==> config.mk <==
export PLATFORM = sky130hd
export DESIGN_NAME = player_motion
export DESIGN_NICKNAME = d
export VERILOG_FILES = /design/src/rtl/game_pkg.sv /design/src/rtl/edge_sync.sv /design/src/rtl/player_motion.sv
export SDC_FILE = /design/constraint.sdc
export NUM_CORES = 1
export LEC_CHECK = 0
export ABC_AREA = 1
export CAP_MARGIN = 5
export CORE_ASPECT_RATIO = 0.75
export CORE_MARGIN = 3
export CORE_UTILIZATION = 35
export DETAILED_ROUTE_END_ITERATION = 7
export DONT_BUFFER_PORTS = 1
export PLACE_DENSITY = 0.52
export SYNTH_ARGS = -nofsm -noshare
export SYNTH_HDL_FRONTEND = slang
export SYNTH_HIERARCHICAL = 1
export SYNTH_SLANG_ARGS = --single-unit
==> constraint.sdc <==
create_clock -name clk -period 3.85 [get_ports clk]
set_input_delay 0.5775 -clock clk [delete_from_list [all_inputs] [get_ports clk]]
set_output_delay 0.5775 -clock clk [all_outputs]
set_load 0.05 [all_outputs]
==> src/rtl/game_pkg.sv <==
// Shared game constants, player state encoding and small helpers used by
// the motion and render blocks.
package game_pkg;

  localparam int SCREEN_W   = 640;
  localparam int SCREEN_H   = 480;
  localparam int PLAYER_W   = 20;
  localparam int PLAYER_H   = 20;
  localparam int FLOOR_Y    = 440;
  localparam int SPAWN_X    = 40;
  localparam int SPAWN_Y    = 300;
  localparam int WALK_SPEED = 3;
  localparam int JUMP1_V    = 8;
  localparam int JUMP2_V    = 7;
  localparam int GRAVITY    = 1;
  localparam int VMAX       = 9;

  typedef enum logic [1:0] {
    GROUND = 2'd0,
    AIR1   = 2'd1,
    AIR2   = 2'd2,
    DEAD   = 2'd3
  } motion_state_t;

  // Accelerate downward by one gravity step, capped at terminal speed.
  function automatic logic signed [5:0] fall_speed(input logic signed [5:0] vy);
    logic signed [5:0] v;
    v = vy + $signed(6'(GRAVITY));
    return (v > $signed(6'(VMAX))) ? $signed(6'(VMAX)) : v;
  endfunction

endpackage

==> src/rtl/edge_sync.sv <==
// Two-flop synchroniser followed by a rising-edge detector; emits a single
// clk-wide pulse for each rise of an asynchronous input.
module edge_sync (
  input  logic clk,
  input  logic rst,
  input  logic din,
  output logic rise
);

  logic sync1;
  logic sync2;
  logic sync_prev;

  // NOTE: non-blocking assignments make these three flops a real shift chain;
  // blocking ones would collapse them into a single stage.
  always_ff @(posedge clk) begin
    if (rst) begin
      sync1     <= 1'b0;
      sync2     <= 1'b0;
      sync_prev <= 1'b0;
    end else begin
      sync1     <= din;
      sync2     <= sync1;
      sync_prev <= sync2;
    end
  end

  assign rise = sync2 & ~sync_prev;

endmodule

==> src/rtl/player_motion.sv <==
// Per-step player physics: walking, gravity, single/double jump, floor,
// ceiling and wall clamping, death and respawn.
module player_motion
  import game_pkg::*;
(
  input  logic          clk,
  input  logic          rst,
  input  logic          update_clk,
  input  logic          btn_left,
  input  logic          btn_right,
  input  logic          btn_jump,
  input  logic          hazard,
  output logic [9:0]    pos_x,
  output logic [9:0]    pos_y,
  output logic          facing,
  output motion_state_t state,
  output logic [7:0]    deaths
);

  localparam logic signed [11:0] X_MAX    = 12'(SCREEN_W - PLAYER_W);
  localparam logic signed [11:0] Y_LAND   = 12'(FLOOR_Y - PLAYER_H);
  localparam logic signed [11:0] WALK     = 12'(WALK_SPEED);
  localparam logic signed [5:0]  VY_JUMP1 = 6'(-JUMP1_V);
  localparam logic signed [5:0]  VY_JUMP2 = 6'(-JUMP2_V);
  localparam logic [9:0]         X_SPAWN  = 10'(SPAWN_X);
  localparam logic [9:0]         Y_SPAWN  = 10'(SPAWN_Y);

  logic                step;
  logic                jump_prev;
  logic                jump_edge;
  logic signed [5:0]   vy;
  logic signed [5:0]   vy_new;
  logic signed [5:0]   vy_nx;
  logic [9:0]          x_nx;
  logic [9:0]          y_nx;
  logic                facing_nx;
  logic [7:0]          deaths_nx;
  motion_state_t       state_nx;
  motion_state_t       air_state;
  logic signed [11:0]  y_sum;
  logic signed [11:0]  x_sum;

  edge_sync u_step_sync (
    .clk  (clk),
    .rst  (rst),
    .din  (update_clk),
    .rise (step)
  );

  assign jump_edge = btn_jump & ~jump_prev;

  // NOTE: every variable gets a default before any branch, so no latch is
  // inferred on paths that leave it untouched.
  always_comb begin
    x_nx      = pos_x;
    y_nx      = pos_y;
    vy_nx     = vy;
    facing_nx = facing;
    deaths_nx = deaths;
    state_nx  = state;
    vy_new    = vy;
    air_state = state;
    y_sum     = '0;
    x_sum     = '0;

    if (state != DEAD && hazard) begin
      state_nx = DEAD;
      if (deaths != 8'hFF) deaths_nx = deaths + 8'd1;
    end else if (state == DEAD) begin
      if (jump_edge) begin
        x_nx     = X_SPAWN;
        y_nx     = Y_SPAWN;
        vy_nx    = '0;
        state_nx = AIR1;
      end
    end else begin
      unique case (state)
        GROUND: begin
          if (jump_edge) begin
            vy_new    = VY_JUMP1;
            air_state = AIR1;
          end else begin
            vy_new = '0;
          end
        end
        AIR1: begin
          if (jump_edge) begin
            vy_new    = VY_JUMP2;
            air_state = AIR2;
          end else begin
            vy_new = fall_speed(vy);
          end
        end
        default: vy_new = fall_speed(vy);
      endcase

      // Landing takes precedence: it also returns airborne states to GROUND.
      y_sum = $signed({2'b00, pos_y}) + $signed({{6{vy_new[5]}}, vy_new});
      if (y_sum >= Y_LAND) begin
        y_nx     = Y_LAND[9:0];
        vy_nx    = '0;
        state_nx = GROUND;
      end else if (y_sum < 12'sd0) begin
        y_nx     = '0;
        vy_nx    = '0;
        state_nx = air_state;
      end else begin
        y_nx     = y_sum[9:0];
        vy_nx    = vy_new;
        state_nx = air_state;
      end

      if (btn_left ^ btn_right) begin
        facing_nx = btn_right;
        x_sum     = btn_right ? $signed({2'b00, pos_x}) + WALK
                              : $signed({2'b00, pos_x}) - WALK;
        if (x_sum < 12'sd0)     x_nx = '0;
        else if (x_sum > X_MAX) x_nx = X_MAX[9:0];
        else                    x_nx = x_sum[9:0];
      end
    end
  end

  always_ff @(posedge clk) begin
    if (rst) begin
      pos_x     <= X_SPAWN;
      pos_y     <= Y_SPAWN;
      vy        <= '0;
      state     <= AIR1;
      facing    <= 1'b1;
      deaths    <= '0;
      jump_prev <= 1'b0;
    end else if (step) begin
      pos_x     <= x_nx;
      pos_y     <= y_nx;
      vy        <= vy_nx;
      state     <= state_nx;
      facing    <= facing_nx;
      deaths    <= deaths_nx;
      jump_prev <= btn_jump;
    end
  end

endmodule

# [Word level (Yosys, flattened, before mapping)]
# Index checks and enable logic that the tools add are counted.
[op_classes] add_sub_neg=5 n_lt_le_gt_ge=5 eq_ne=6 muxes=26 n_bitwise=7 reduce_logical=9
[ops] cell="10-bit 2-to-1 mux" count=9
[ops] cell="6-bit 2-to-1 mux" count=9
[ops] cell="12-bit by 1-bit less-than comparator with 1-bit output (second input constant)" count=2
[ops] cell="11-bit by 6-bit adder with 12-bit output" count=1
[ops] cell="12-bit by 10-bit >= comparator with 1-bit output (second input constant)" count=1
[ops] cell="12-bit by 11-bit > comparator with 1-bit output (second input constant)" count=1
[ops] cell="12-bit 2-to-1 mux" count=1
[ops] cell="6-bit case mux with 2 select lines" count=1
[ops] cell="10-bit by 2-bit adder with 11-bit output (second input constant)" count=1
[ops] cell="10-bit by 2-bit subtractor with 11-bit output (second input constant)" count=1
[ops] cell="2-bit 2-to-1 mux" count=5
[ops] cell="3-bit AND reduction" count=3
[ops] cell="8-bit by 1-bit adder with 8-bit output (second input constant)" count=1
[ops] cell="8-bit != test (second input constant)" count=1
[ops] cell="4-bit AND reduction" count=2
[ops] cell="6-bit by 2-bit adder with 6-bit output (second input constant)" count=1
[ops] cell="6-bit by 5-bit > comparator with 1-bit output (second input constant)" count=1
[ops] cell="5-bit != test (second input constant)" count=1
[ops] cell="5-bit nonzero test" count=1
[ops] cell="2-bit != test (second input constant)" count=2
[ops] cell="1-bit inverter" count=4
[ops] cell="2-bit case mux with 2 select lines" count=1
[ops] cell="1-bit AND" count=2
[ops] cell="2-bit by 1-bit equality test with 1-bit output (second input constant)" count=1
[ops] cell="other kinds (5)" count=5
[totals] ff_bits=41 in_bits=7 output_inout_bits=31 word_cells=68

# [Logic depth before layout (Yosys ltp)]
[logic_depth] depth_word=12 ltp_mapped=27 depth_no_buf=27

# [Cells and area by module]
# The synthesis kept the hierarchy.
[by_module_without_submodules] module="player_motion" n_inst=1 cells_per_inst=491 area_per_inst_um2=2964.1 seq_area_each_um2=760.7
[by_module_without_submodules] module="edge_sync" n_inst=1 cells_per_inst=10 area_per_inst_um2=86.3 seq_area_each_um2=60.1

# [Worst setup path after synthesis]
# Ideal clock, no wire load.
[synth_timing] path_kind="reg-to-reg" start="register state[0]" end="register pos_y[6]" setup_time_ns=0.070 t_arrival_ns=2.945 required_time_ns=3.780 slack_ns=0.834 path_stages_with_launch=20 path_buffers=0 period_less_slack_ns=3.016 path_cell_list="dfxtp_1 > nor2_1 > inv_1 > nand3_2 > o21ai_0 > ha_1 > nand2_1 > inv_1 > nand2_1 > nand2_1 > nand2_1 > nand3_1 > nand2_1 > nand2_1 > ha_1 > nor2_4 > inv_1 > nor2_1 > nand3_1 > a21oi_1"
[synth_via] elab_chain_cells=9 word_cells_on_any_way=17 cone_classes="add/sub: 1; order compare: 2; eq/ne: 4; mux: 6; bitwise: 1; reduce/logical: 3"
[synth_lines] item="start, declared" line_no="player_motion.sv:16" rtl="output motion_state_t state,"
[synth_lines] item="start signal, assigned" line_no="player_motion.sv:137" rtl="state <= state_nx;"
[synth_lines] item="2-bit by 1-bit equality test with 1-bit output / 2-bit logical NOT (equally long branches)" line_no="player_motion.sv:77" rtl="unique case (state)"
[synth_lines] item="6-bit case mux with 2 select lines" line_no="player_motion.sv:77"
[synth_lines] item="6-bit 2-to-1 mux" line_no="player_motion.sv:69" rtl="end else if (state == DEAD) begin"
[synth_lines] item="6-bit 2-to-1 mux" line_no="player_motion.sv:66" rtl="if (state != DEAD && hazard) begin"
[synth_lines] item="11-bit by 6-bit adder with 12-bit output" line_no="player_motion.sv:98" rtl="y_sum = $signed({2'b00, pos_y}) + $signed({{6{vy_new[5]}}, vy_new});"
[synth_lines] item="12-bit by 1-bit less-than comparator with 1-bit output" line_no="player_motion.sv:103" rtl="end else if (y_sum < 12'sd0) begin"
[synth_lines] item="10-bit 2-to-1 mux" line_no="player_motion.sv:103"
[synth_lines] item="10-bit 2-to-1 mux" line_no="player_motion.sv:99" rtl="if (y_sum >= Y_LAND) begin"
[synth_lines] item="10-bit 2-to-1 mux" line_no="player_motion.sv:69"
[synth_lines] item="end signal, assigned" line_no="player_motion.sv:135" rtl="pos_y <= y_nx;"
[synth_lines] item="end, declared" line_no="player_motion.sv:14" rtl="output logic [9:0] pos_y,"
# Parallel ways exist; a longest one is shown, timed or not. The select of a mux whose other input is x is not followed.
# A chain may end at the register's enable or synchronous reset.

# [Worst setup path after layout]
[layout_timing] start="register vy[1]" end="register pos_y[4]"
[layout_via] elab_chain_cells=12 word_cells_on_any_way=13 cone_classes="add/sub: 2; order compare: 3; mux: 8"
[layout_lines] item="start, declared" line_no="player_motion.sv:31" rtl="logic signed [5:0] vy;"
[layout_lines] item="start signal, assigned" line_no="player_motion.sv:136" rtl="vy <= vy_nx;"
[layout_lines] item="6-bit by 2-bit adder with 6-bit output (*)" line_no="game_pkg.sv:28" rtl="v = vy + $signed(6'(GRAVITY));"
[layout_lines] item="6-bit by 5-bit > comparator with 1-bit output" line_no="game_pkg.sv:29" rtl="return (v > $signed(6'(VMAX))) ? $signed(6'(VMAX)) : v;"
[layout_lines] item="6-bit 2-to-1 mux (*)" line_no="game_pkg.sv:29"
[layout_lines] item="6-bit 2-to-1 mux" line_no="player_motion.sv:87" rtl="if (jump_edge) begin"
[layout_lines] item="6-bit case mux with 2 select lines (*)" line_no="player_motion.sv:77"
[layout_lines] item="6-bit 2-to-1 mux (*)" line_no="player_motion.sv:69"
[layout_lines] item="6-bit 2-to-1 mux (*)" line_no="player_motion.sv:66"
[layout_lines] item="11-bit by 6-bit adder with 12-bit output (*)" line_no="player_motion.sv:98"
[layout_lines] item="12-bit by 1-bit less-than comparator with 1-bit output" line_no="player_motion.sv:103"
[layout_lines] item="10-bit 2-to-1 mux" line_no="player_motion.sv:103"
[layout_lines] item="10-bit 2-to-1 mux (*)" line_no="player_motion.sv:99"
[layout_lines] item="10-bit 2-to-1 mux (*)" line_no="player_motion.sv:69"
# Every way passes the cells marked *; elsewhere a longest branch is shown, timed or not. The select of a mux whose other input is x is not followed.

==> results.py <==
metrics = {
    "min_path": {
        "min_delay_path_depth": 1,
        "worstHoldPathType": "primary input to flip-flop",
    },
    "cells_and_area": {
        "area_delta_synth_final_pct": 9.15,
        "final_core_util": 0.408,
        "fillerInstances": 890,
        "stdcell_count": 612,
        "insertedDiodeCount": 0,
        "fin_area_um2": 3330,
        "drive_gt1_frac": 0.0710,
        "nets": 532,
        "most-common-layout-cells": "nand2_1 (163), inv_1 (70), nor2_1 (48)",
        "final_common_cell": "nand2_1",
    },
    "clock_network": {
        "clock_sinks": 41,
        "clkTransAtPathRegs_ns": 0.07,
        "cts_tree": "done",
        "numCtsBuffers": 5,
        "hold_buffers": 0,
        "post_cts_resized": 0,
        "root_buffer": "clkbuf_16",
        "htreeDepth": 2,
        "clk_latency_ns": 0.29,
        "clockBufferDepth": 2,
        "post_cts_buffers": 0,
    },
    "setup_path": {
        "crit_type": "flip-flop to flip-flop",
        "crit_required_ns": 4.07,
        "worstPathArrival_ns": 3.73,
        "r2r_cells": 24,
        "start_kind": "flip-flop",
        "end_kind": "flip-flop",
        "crit_fanout": 9,
    },
    "floorplanning": {
        "core_um2": 8160,
        "row_count": 28,
        "ios": 38,
        "die-area_um2": 9880,
        "initial_core_util": 0.374,
        "die_y_um": 86.9,
        "die_x_um": 114,
    },
    "synthesis": {
        "synth-async-reset-ratio": 0,
        "synth_edf_count": 0,
        "yosysWarnings": 6,
        "synth_area_per_cell_um2": 6.09,
        "synth_area_um2": 3050,
        "post_synth_num_cell_types": 33,
        "ys_ff_latch": 41,
        "synth_fp_nets": 527,
        "yosysSeqAreaShare": 0.269,
        "syn_inst": 501,
        "synthFlopType": "dfxtp_1",
    },
    "global_routing": {
        "antenna_found_initial": 0,
        "grt_pass1_vias": 2740,
        "grt_pass1_wl_mm": 13.9,
        "overflow": 0,
        "gr-usage-all-layers": 0.175,
        "grt_max_degree": 30,
    },
    "placed_design": {
        "dp_hpwl_mm": 6.58,
        "post_dp_cell_area_um2": 3180,
        "place_ws_ns": 0.298,
        "place_congestion": 0.864,
        "io_buffers": 0,
        "post-place-cells": 604,
    },
    "flow_run": {
        "drv_cap": 0,
    },
    "power": {
        "p_int_mw": 0.737,
        "power_frac_seq": 0.418,
        "p_comb_frac": 0.190,
        "power_switching_mw": 0.338,
        "power_frac_clock": 0.391,
        "p_leak_nw": 1.61,
        "p_sw_frac": 0.314,
        "powerDensity_nw_per_um2": 323,
        "ir_drop_uv": 250,
        "total_power_mw": 1.07,
    },
    "detailed_routing": {
        "drtIter0Drc": 146,
        "drt-total-wl_mm": 8.24,
        "drc": 0,
        "detail_route.first_pass.iterations": 4,
        "vias": 3030,
        "routedWlPerCell_um": 13.5,
        "ant_nets": 0,
        "routed_via_density": 4.95,
    },
    "sta": {
        "skew_ns": 0.00753,
        "slew_viol_final": 0,
        "finalCriticalPeriod_ns": 3.51,
        "setup_viol": 0,
        "hold_viol": 0,
        "rsz0062_at_grt": "false",
        "setup_ws_ns": 0.338,
        "post-route-period-util": 0.912,
        "tns_ns": 0,
        "slew_headroom": 0.473,
        "fmax_mhz": 285,
        "tightest_slew_ns": 0.790,
        "whs_ns": 0.347,
    },
    "status": {
        "outcome": "finished, final reports clean",
    },
}
[power groups by stage]
stage / logic [mW] / registers (mW) / clock network [mW]
after floorplan: 0.161 / 0.469 / 0
after global placement: 0.204 / 0.459 / 0
after detailed placement: 0.203 / 0.459 / 0
after CTS: 0.204 / 0.449 / 0.432
after global routing: 0.235 / 0.450 / 0.449
final: 0.205 / 0.449 / 0.421
[worst max-delay path, cell delays in order (launching register included)]
cell and delay [ns]:
dfxtp_1 0.38, ha_1 0.21, nand3_1 0.10, xor2_1 0.16, inv_1 0.07, o21ai_0 0.10, nand2_1 0.12, nand2_1 0.06
nand2_1 0.05, nand2_1 0.07, ha_1 0.37, nand2_1 0.14, inv_1 0.05, nand2_1 0.10, nand2_1 0.06, nand2_1 0.10
nand3_1 0.10, nand2_1 0.07, nand2_1 0.08, ha_1 0.33, nor2_4 0.20, inv_1 0.14, nor2_1 0.12, nand3_1 0.11
a21oi_1 0.14
[final cells by class]
type	instances	area [um^2]	area share
Clock inverter	3	21.3	0.00639
Sequential cell	41	822	0.247
Multi-Input combinational cell	378	1900	0.572
Tap cell	105	131	0.0395
Inverter	73	274	0.0823
Timing Repair Buffer	7	52.6	0.0158
Clock buffer	5	125	0.0376
[state kept, by name, indices dropped and copies added (netlist names)]
register               cells
pos_x                     10
pos_y                     10
deaths                     8
vy                         6
state                      2
facing                     1
jump_prev                  1
u_step_sync/sync1          1
u_step_sync/sync2          1
u_step_sync/sync_prev      1
[worst paths after layout]
check / slack [ns] / end / from
worst max-delay path: 0.34 / pos_y[4] / vy[1]
worst min-delay path: 0.35 / pos_y[7] / rst
worst max register to register: 0.34 / pos_y[4] / vy[1]
worst min register to register: 0.41 / u_step_sync/sync2 / u_step_sync/sync1
[synthesized netlist by cell type, types with 2 or more instances]
library cell  count  area [um^2]
inv_1            70          263
clkbuf_1          4         15.0
a211oi_1          2         15.0
nand3b_1          5         37.5
nand2_2           6         37.5
buf_2             3         15.0
nand2_4           2         22.5
o21ai_1           2         10.0
o21ai_0          15         75.1
xor2_1            2         17.5
nor2_2            3         18.8
nor2_4            3         33.8
nor2_1           48          180
ha_1             18          225
xnor2_1           3         26.3
nor3_1            4         20.0
inv_2             3         11.3
nand2_1         163          612
o211ai_1          2         15.0
nand4_1          13         81.3
nand3_1          42          210
dfxtp_1          41          821
nand3_2           2         20.0
a21oi_1          36          180
[cells by family (layout without fill, tap and decap cells)]
kind of cell | Yosys count | count (layout) | share of synthesized area
AOI/OAI and AO/OA | 61 | 61 | 0.106
xor gates and xnor gates | 5 | 5 | 0.0144
adders and majority gates | 19 | 19 | 0.0804
buffers and inverters | 82 | 88 | 0.107
DFF | 41 | 41 | 0.269
and+or+nand+nor | 293 | 293 | 0.423
[routing by layer]
layer	GRT usage	vias to the layer above	part of all wire
met3	0.0500	7	0.092
met2	0.224	88	0.35
li1	-	1608	-
met5	0	-	0
met4	0.0334	0	0.0079
met1	0.281	1327	0.55
Note: power is estimated with default switching activity, not from simulation.
